==> src/rtl/io_pkg.sv <==
// Shared definitions for the core's I/O bus peripherals.
// Holds bus widths and the GPIO register offset map.
package io_pkg;

  localparam int IO_ADDR_W = 6;
  localparam int IO_DATA_W = 8;

  localparam logic [3:0] GPIO_DIR      = 4'd0;
  localparam logic [3:0] GPIO_OUT      = 4'd1;
  localparam logic [3:0] GPIO_OUTSET   = 4'd2;
  localparam logic [3:0] GPIO_OUTCLR   = 4'd3;
  localparam logic [3:0] GPIO_OUTTGL   = 4'd4;
  localparam logic [3:0] GPIO_IN       = 4'd5;
  localparam logic [3:0] GPIO_INTMASK  = 4'd6;
  localparam logic [3:0] GPIO_INTFLAGS = 4'd7;
  localparam logic [3:0] GPIO_ISC      = 4'd8;

endpackage

==> src/rtl/io_sync_edge.sv <==
// Multi-stage synchroniser for asynchronous pad inputs, plus a one-cycle
// history flop so callers get rising/falling edge pulses on the clean signal.
module io_sync_edge #(
  parameter int WIDTH  = 8,
  parameter int STAGES = 2
) (
  input  logic             clk,
  input  logic             rst,
  input  logic [WIDTH-1:0] d,
  output logic [WIDTH-1:0] s,
  output logic [WIDTH-1:0] rise,
  output logic [WIDTH-1:0] fall
);

  logic [WIDTH-1:0] chain [STAGES];
  logic [WIDTH-1:0] prev;

  always_ff @(posedge clk) begin
    if (rst) begin
      for (int i = 0; i < STAGES; i++) begin
        chain[i] <= '0;
      end
      prev <= '0;
    end else begin
      chain[0] <= d;
      for (int i = 1; i < STAGES; i++) begin
        chain[i] <= chain[i-1];
      end
      prev <= chain[STAGES-1];
    end
  end

  assign s    = chain[STAGES-1];
  assign rise = s & ~prev;
  assign fall = ~s & prev;

endmodule

==> src/rtl/io_gpio_port.sv <==
// GPIO peripheral on the 6-bit I/O bus: direction/output registers with
// set/clear/toggle strobes, synchronised inputs and edge interrupt flags.
module io_gpio_port
  import io_pkg::*;
#(
  parameter int                   PORT_WIDTH  = 8,
  parameter logic [IO_ADDR_W-1:0] BASE_ADDR   = 6'h00,
  parameter int                   SYNC_STAGES = 2
) (
  input  logic                  clk,
  input  logic                  rst,
  input  logic [IO_ADDR_W-1:0]  io_addr,
  input  logic                  io_we,
  input  logic                  io_re,
  input  logic [IO_DATA_W-1:0]  io_out,
  output logic [IO_DATA_W-1:0]  io_in,
  input  logic [PORT_WIDTH-1:0] pin_in,
  output logic [PORT_WIDTH-1:0] pin_out,
  output logic [PORT_WIDTH-1:0] pin_oe,
  output logic                  irq
);

  logic [PORT_WIDTH-1:0] dir_q;
  logic [PORT_WIDTH-1:0] out_q;
  logic [PORT_WIDTH-1:0] mask_q;
  logic [PORT_WIDTH-1:0] flags_q;
  logic [1:0]            isc_q;
  logic                  irq_q;

  logic [PORT_WIDTH-1:0] dir_n;
  logic [PORT_WIDTH-1:0] out_n;
  logic [PORT_WIDTH-1:0] mask_n;
  logic [PORT_WIDTH-1:0] flags_n;
  logic [1:0]            isc_n;

  logic [PORT_WIDTH-1:0] s;
  logic [PORT_WIDTH-1:0] rise;
  logic [PORT_WIDTH-1:0] fall;
  logic [PORT_WIDTH-1:0] ev;
  logic [PORT_WIDTH-1:0] w1c;
  logic [PORT_WIDTH-1:0] wdata;

  logic [IO_ADDR_W:0]    addr_ext;
  logic [IO_ADDR_W:0]    win_lo;
  logic [IO_ADDR_W:0]    win_hi;
  logic                  sel;
  logic                  wr;
  logic [3:0]            off;
  logic [IO_DATA_W-1:0]  rd_data;

  io_sync_edge #(
    .WIDTH  (PORT_WIDTH),
    .STAGES (SYNC_STAGES)
  ) u_sync (
    .clk  (clk),
    .rst  (rst),
    .d    (pin_in),
    .s    (s),
    .rise (rise),
    .fall (fall)
  );

  // Window compare is done one bit wider so a base near the top of the
  // address space cannot wrap around and alias low addresses.
  assign addr_ext = {1'b0, io_addr};
  assign win_lo   = {1'b0, BASE_ADDR};
  assign win_hi   = win_lo + (IO_ADDR_W+1)'(8);
  assign sel      = (addr_ext >= win_lo) && (addr_ext <= win_hi);
  assign off      = 4'(io_addr - BASE_ADDR);
  assign wr       = io_we & sel;
  assign wdata    = io_out[PORT_WIDTH-1:0];

  assign ev = (rise & {PORT_WIDTH{isc_q[0]}}) | (fall & {PORT_WIDTH{isc_q[1]}});

  always_comb begin
    dir_n  = dir_q;
    out_n  = out_q;
    mask_n = mask_q;
    isc_n  = isc_q;
    w1c    = '0;
    if (wr) begin
      case (off)
        GPIO_DIR:      dir_n  = wdata;
        GPIO_OUT:      out_n  = wdata;
        GPIO_OUTSET:   out_n  = out_q | wdata;
        GPIO_OUTCLR:   out_n  = out_q & ~wdata;
        GPIO_OUTTGL:   out_n  = out_q ^ wdata;
        GPIO_INTMASK:  mask_n = wdata;
        GPIO_INTFLAGS: w1c    = wdata;
        GPIO_ISC:      isc_n  = io_out[1:0];
        default: ;
      endcase
    end
    // Edge set is applied after the clear so a same-cycle edge survives W1C.
    flags_n = (flags_q & ~w1c) | ev;
  end

  always_ff @(posedge clk) begin
    if (rst) begin
      dir_q   <= '0;
      out_q   <= '0;
      mask_q  <= '0;
      flags_q <= '0;
      isc_q   <= '0;
      irq_q   <= 1'b0;
    end else begin
      dir_q   <= dir_n;
      out_q   <= out_n;
      mask_q  <= mask_n;
      flags_q <= flags_n;
      isc_q   <= isc_n;
      irq_q   <= |(flags_n & mask_n);
    end
  end

  always_comb begin
    rd_data = '0;
    if (io_re && sel) begin
      case (off)
        GPIO_DIR:      rd_data = IO_DATA_W'(dir_q);
        GPIO_OUT:      rd_data = IO_DATA_W'(out_q);
        GPIO_IN:       rd_data = IO_DATA_W'(s);
        GPIO_INTMASK:  rd_data = IO_DATA_W'(mask_q);
        GPIO_INTFLAGS: rd_data = IO_DATA_W'(flags_q);
        GPIO_ISC:      rd_data = IO_DATA_W'(isc_q);
        default:       rd_data = '0;
      endcase
    end
  end

  assign io_in   = rd_data;
  assign pin_out = out_q;
  assign pin_oe  = dir_q;
  assign irq     = irq_q;

endmodule

==> config.mk <==
export PLATFORM = sky130hd
export DESIGN_NAME = io_gpio_port
export DESIGN_NICKNAME = d
export VERILOG_FILES = /design/src/rtl/io_pkg.sv /design/src/rtl/io_sync_edge.sv /design/src/rtl/io_gpio_port.sv
export SDC_FILE = /design/constraint.sdc
export NUM_CORES = 1
export LEC_CHECK = 0
export CAP_MARGIN = 20
export CORE_MARGIN = 5
export CORE_UTILIZATION = 53
export DETAILED_ROUTE_END_ITERATION = 6
export GPL_TIMING_DRIVEN = 0
export PLACE_DENSITY = 0.8
export RECOVER_POWER = 100
export SLEW_MARGIN = 25
export SYNTH_ARGS = -nofsm -noshare
export SYNTH_HDL_FRONTEND = slang
export SYNTH_SLANG_ARGS = --single-unit
==> constraint.sdc <==
create_clock -name clk -period 2.5 [get_ports clk]
set_input_delay 0.375 -clock clk [delete_from_list [all_inputs] [get_ports clk]]
set_output_delay 0.375 -clock clk [all_outputs]
set_load 0.02 [all_outputs]
==> flow_metrics.tcl <==
set metrics [dict create \
    r2r-end "irq$_SDFF_PP0_" \
    p_clk_frac 0.428 \
    min_path_type "in -> reg" \
    synth_compound_area_frac 0.196 \
    syn_inst 345 \
    ys_warn_count 0 \
    status "completed" \
    synth_cell_types 39 \
    drt-met1-wl_mm 3.16 \
    period_share 0.983 \
    max_cap_viol_count 0 \
    synth-simple-area-share 0.225 \
    p_int_mw 1.56 \
    cp-start-kind "input port" \
    synth_xor_area_frac 0 \
    dieArea_um2 7170 \
    drc 0 \
    crit_type "in -> out" \
    critPathCapture "io_in[5]" \
    port_buffers 47 \
    synth-main-ff-cell "dfxtp_1" \
    sequentialPowerShare 0.474 \
    place_hpwl_mm 5.73 \
    leakage_nw 1.47 \
    dr_wl_met2_mm 3.81 \
    seq_area_um2 1180 \
    areaGrowthSynthToFinish_pct 27.7 \
    dr_wl_met3_um 575 \
    dp_slack_ns -0.918 \
    drtAntennaViolNets 0 \
    diodes 0 \
    synth_area_um2 2960 \
    layout-drive-gt1-share 0.122 \
    synth_mux_area_frac 0.0541 \
    p_per_area_nw_per_um2 544 \
    synthAdderAreaFrac 0.0677 \
    finalNetCount 449 \
    utilization 0.690 \
    rows 27 \
    multiInputGateArea_um2 1630 \
    maxUsedRoutingLayer "met4" \
    routed_via_density 5.81 \
    rr_worst_depth 6 \
    timing.fmax_mhz 407 \
    slew_headroom 0.582 \
    grt_pass1_wl_mm 12.5 \
    ir_drop_mv 0.442 \
    grt_max_degree 11 \
    path_max_fanout 10 \
    worst_slew_pin_slew_ns 0.623 \
    slew_viol_final 0 \
    p_sw_uw 497 \
    worstSkewPairLatency_ns 0.34 \
    start_util 0.540 \
    io_pins 51 \
    synth_nets 387 \
    p_sw_frac 0.242 \
    grt_usage 0.219 \
    root_buffer "clkbuf_8" \
    overflow 0 \
    die_w_um 84.7 \
    core_area_um2 5470 \
    htree_num_levels 3 \
    setup_tns_ns 0 \
    rsz0062_at_grt "true" \
    yosysSeqAreaShare 0.399 \
    drt_wl_total_mm 7.68 \
    antenna_found_initial 0 \
    wl_per_cell_um 15.9 \
    dp.cells 464 \
    cts_tree "yes" \
    n_fill_cell 442 \
    setup_slack_ns 0.0413 \
    endpoint_kind "output pin" \
    globalplace.congestion 0.857 \
    clock-sinks 59 \
    num_vias 2807 \
    drt-pass1-iter-count 5 \
    clk_pin_slew_worst_paths_ns 0.06 \
    skew_ns 0.00387 \
    reg2reg_slack_ns 0.54 \
    fin_crit_ns 2.46 \
    rr_startpoint "isc_q[0]$_SDFFE_PP0P_" \
    cts_buffers 9 \
    ys_async_sr_fraction 0 \
    postSynthAreaPerCell_um2 8.57 \
    synth_top_family_by_area "simple AND/OR/NAND/NOR gates" \
    setup_viol 0 \
    pwr-share-comb 0.098 \
    fin_cells 483 \
    startpoint "io_addr[2]" \
    critPathRequiredTime_ns 2.12 \
    fp.dieH_um 84.7 \
    grt_pass1_vias 2666 \
    hold_viol_final 0 \
    synth_edf_count 0 \
    drt_iter0_drc 332 \
    cts_buffer_depth 2 \
    crit_arrival_ns 2.08 \
    synth-seq-cells 59 \
]
-- worst min path at each step --
stage / from / end / slack [ns] / depth (start not counted)
finish: rst / u_sync.chain[0][6]$_SDFF_PP0_ / 0.36 / 2
global route: rst / u_sync.chain[0][6]$_SDFF_PP0_ / 0.37 / 2
CTS: rst / u_sync.chain[0][6]$_SDFF_PP0_ / 0.35 / 2
detailed placement: u_sync.chain[0][6]$_SDFF_PP0_ / u_sync.chain[0][14]$_SDFF_PP0_ / 0.42 / 1
global placement: u_sync.chain[0][0]$_SDFF_PP0_ / u_sync.chain[0][8]$_SDFF_PP0_ / 0.42 / 1
floorplan: u_sync.chain[0][2]$_SDFF_PP0_ / u_sync.chain[0][10]$_SDFF_PP0_ / 0.41 / 1
-- routing by layer --
layer / vias up / GRT usage
met2: 111 / 0.379
met3: 18 / 0.0716
li1: 1339 / -
met5: - / 0
met1: 1339 / 0.252
met4: 0 / 0.0806
-- area by class of cell --
| type | count | share of cell area |
|---|---|---|
| multi-input combinational | 244 | 0.431 |
| sequential | 59 | 0.313 |
| timing repair buffer | 51 | 0.126 |
| clock buffer | 11 | 0.0401 |
| buffer | 19 | 0.0298 |
| tap | 72 | 0.0238 |
| inverter | 23 | 0.0229 |
| clock inverter | 4 | 0.0132 |
-- cells in the mapped netlist (7+ instances only) --
| cell | instances | area (um2) |
|---|---|---|
| ha_1 | 16 | 200 |
| dfxtp_1 | 59 | 1180 |
| a21oi_1 | 22 | 110 |
| nor2b_1 | 29 | 181 |
| buf_2 | 7 | 35.0 |
| nor2_1 | 33 | 124 |
| clkbuf_1 | 10 | 37.5 |
| nand2_1 | 31 | 116 |
| inv_1 | 23 | 86.3 |
| mux2i_1 | 16 | 160 |
| o21ai_0 | 23 | 115 |
| a22oi_1 | 9 | 67.6 |
| nand3_1 | 13 | 65.1 |
| o221a_2 | 7 | 78.8 |
-- layout by cell type (no fill, tap or decap), drive strengths merged, types with 7 or more instances in the layout --
| cell type | instances |
|---|---|
| dfxtp | 59 |
| clkdlybuf4s50 | 37 |
| nor2 | 33 |
| nand2 | 32 |
| nor2b | 29 |
| o21ai | 24 |
| inv | 23 |
| a21oi | 22 |
| clkbuf | 22 |
| buf | 18 |
| mux2i | 16 |
| ha | 16 |
| nand3 | 13 |
| a22oi | 9 |
| o221a | 7 |
-- kinds of logic (layout without fill, tap and decap cells) --
| family | Yosys count | count (layout) |
|---|---|---|
| buffers and inverters | 42 | 108 |
| DFF | 59 | 59 |
| adders and majority gates | 16 | 16 |
| and+or+nand+nor | 126 | 126 |
| AOI/OAI and AO/OA | 86 | 86 |
| muxes | 16 | 16 |
-- power by group through the flow --
stage	Clock, mW	Combinational (mW)	Sequential (mW)
finish	0.879	0.201	0.973
global route	0.933	0.218	0.976
CTS	0.890	0.198	0.973
detailed placement	0	0.187	0.994
global placement	0	0.181	0.993
floorplan	0	0.102	0.995
-- worst max-delay path, cell delays in order --
cell	delay [ns]
clkdlybuf4s50_1	0.46
buf_6	0.18
nor4_4	0.38
clkbuf_8	0.24
a221oi_1	0.09
nor2_1	0.09
clkdlybuf4s15_2	0.26
-- registers in the layout (all words and copies together) (netlist names) --
register      cells
isc_q             2
pin_oe            8
u_sync.chain     16
flags_q           8
mask_q            8
pin_out           8
u_sync.prev       8
irq               1
-- metrics by stage --
step / total power, mW / instance area [um2] / hold slack, ns
3_5_place_dp: 1.18 / 3520 / 0.420
4_1_cts: 2.06 / 3810 / 0.346
3_3_place_gp: 1.17 / 3520 / 0.416
2_1_floorplan: 1.10 / 2960 / 0.414
6_report: 2.05 / 3780 / 0.357
5_1_grt: 2.13 / 3780 / 0.368
-- what timing repair did --
item	CTS	global route
gates cloned	0	0
gates resized for setup	36	11
pin swaps	2	0
hold buffers	0	0
setup buffers	4	0
endpoints found under the hold margin	0	0
endpoints found under the setup margin	8	8
Power figures use the tool's default switching activity.
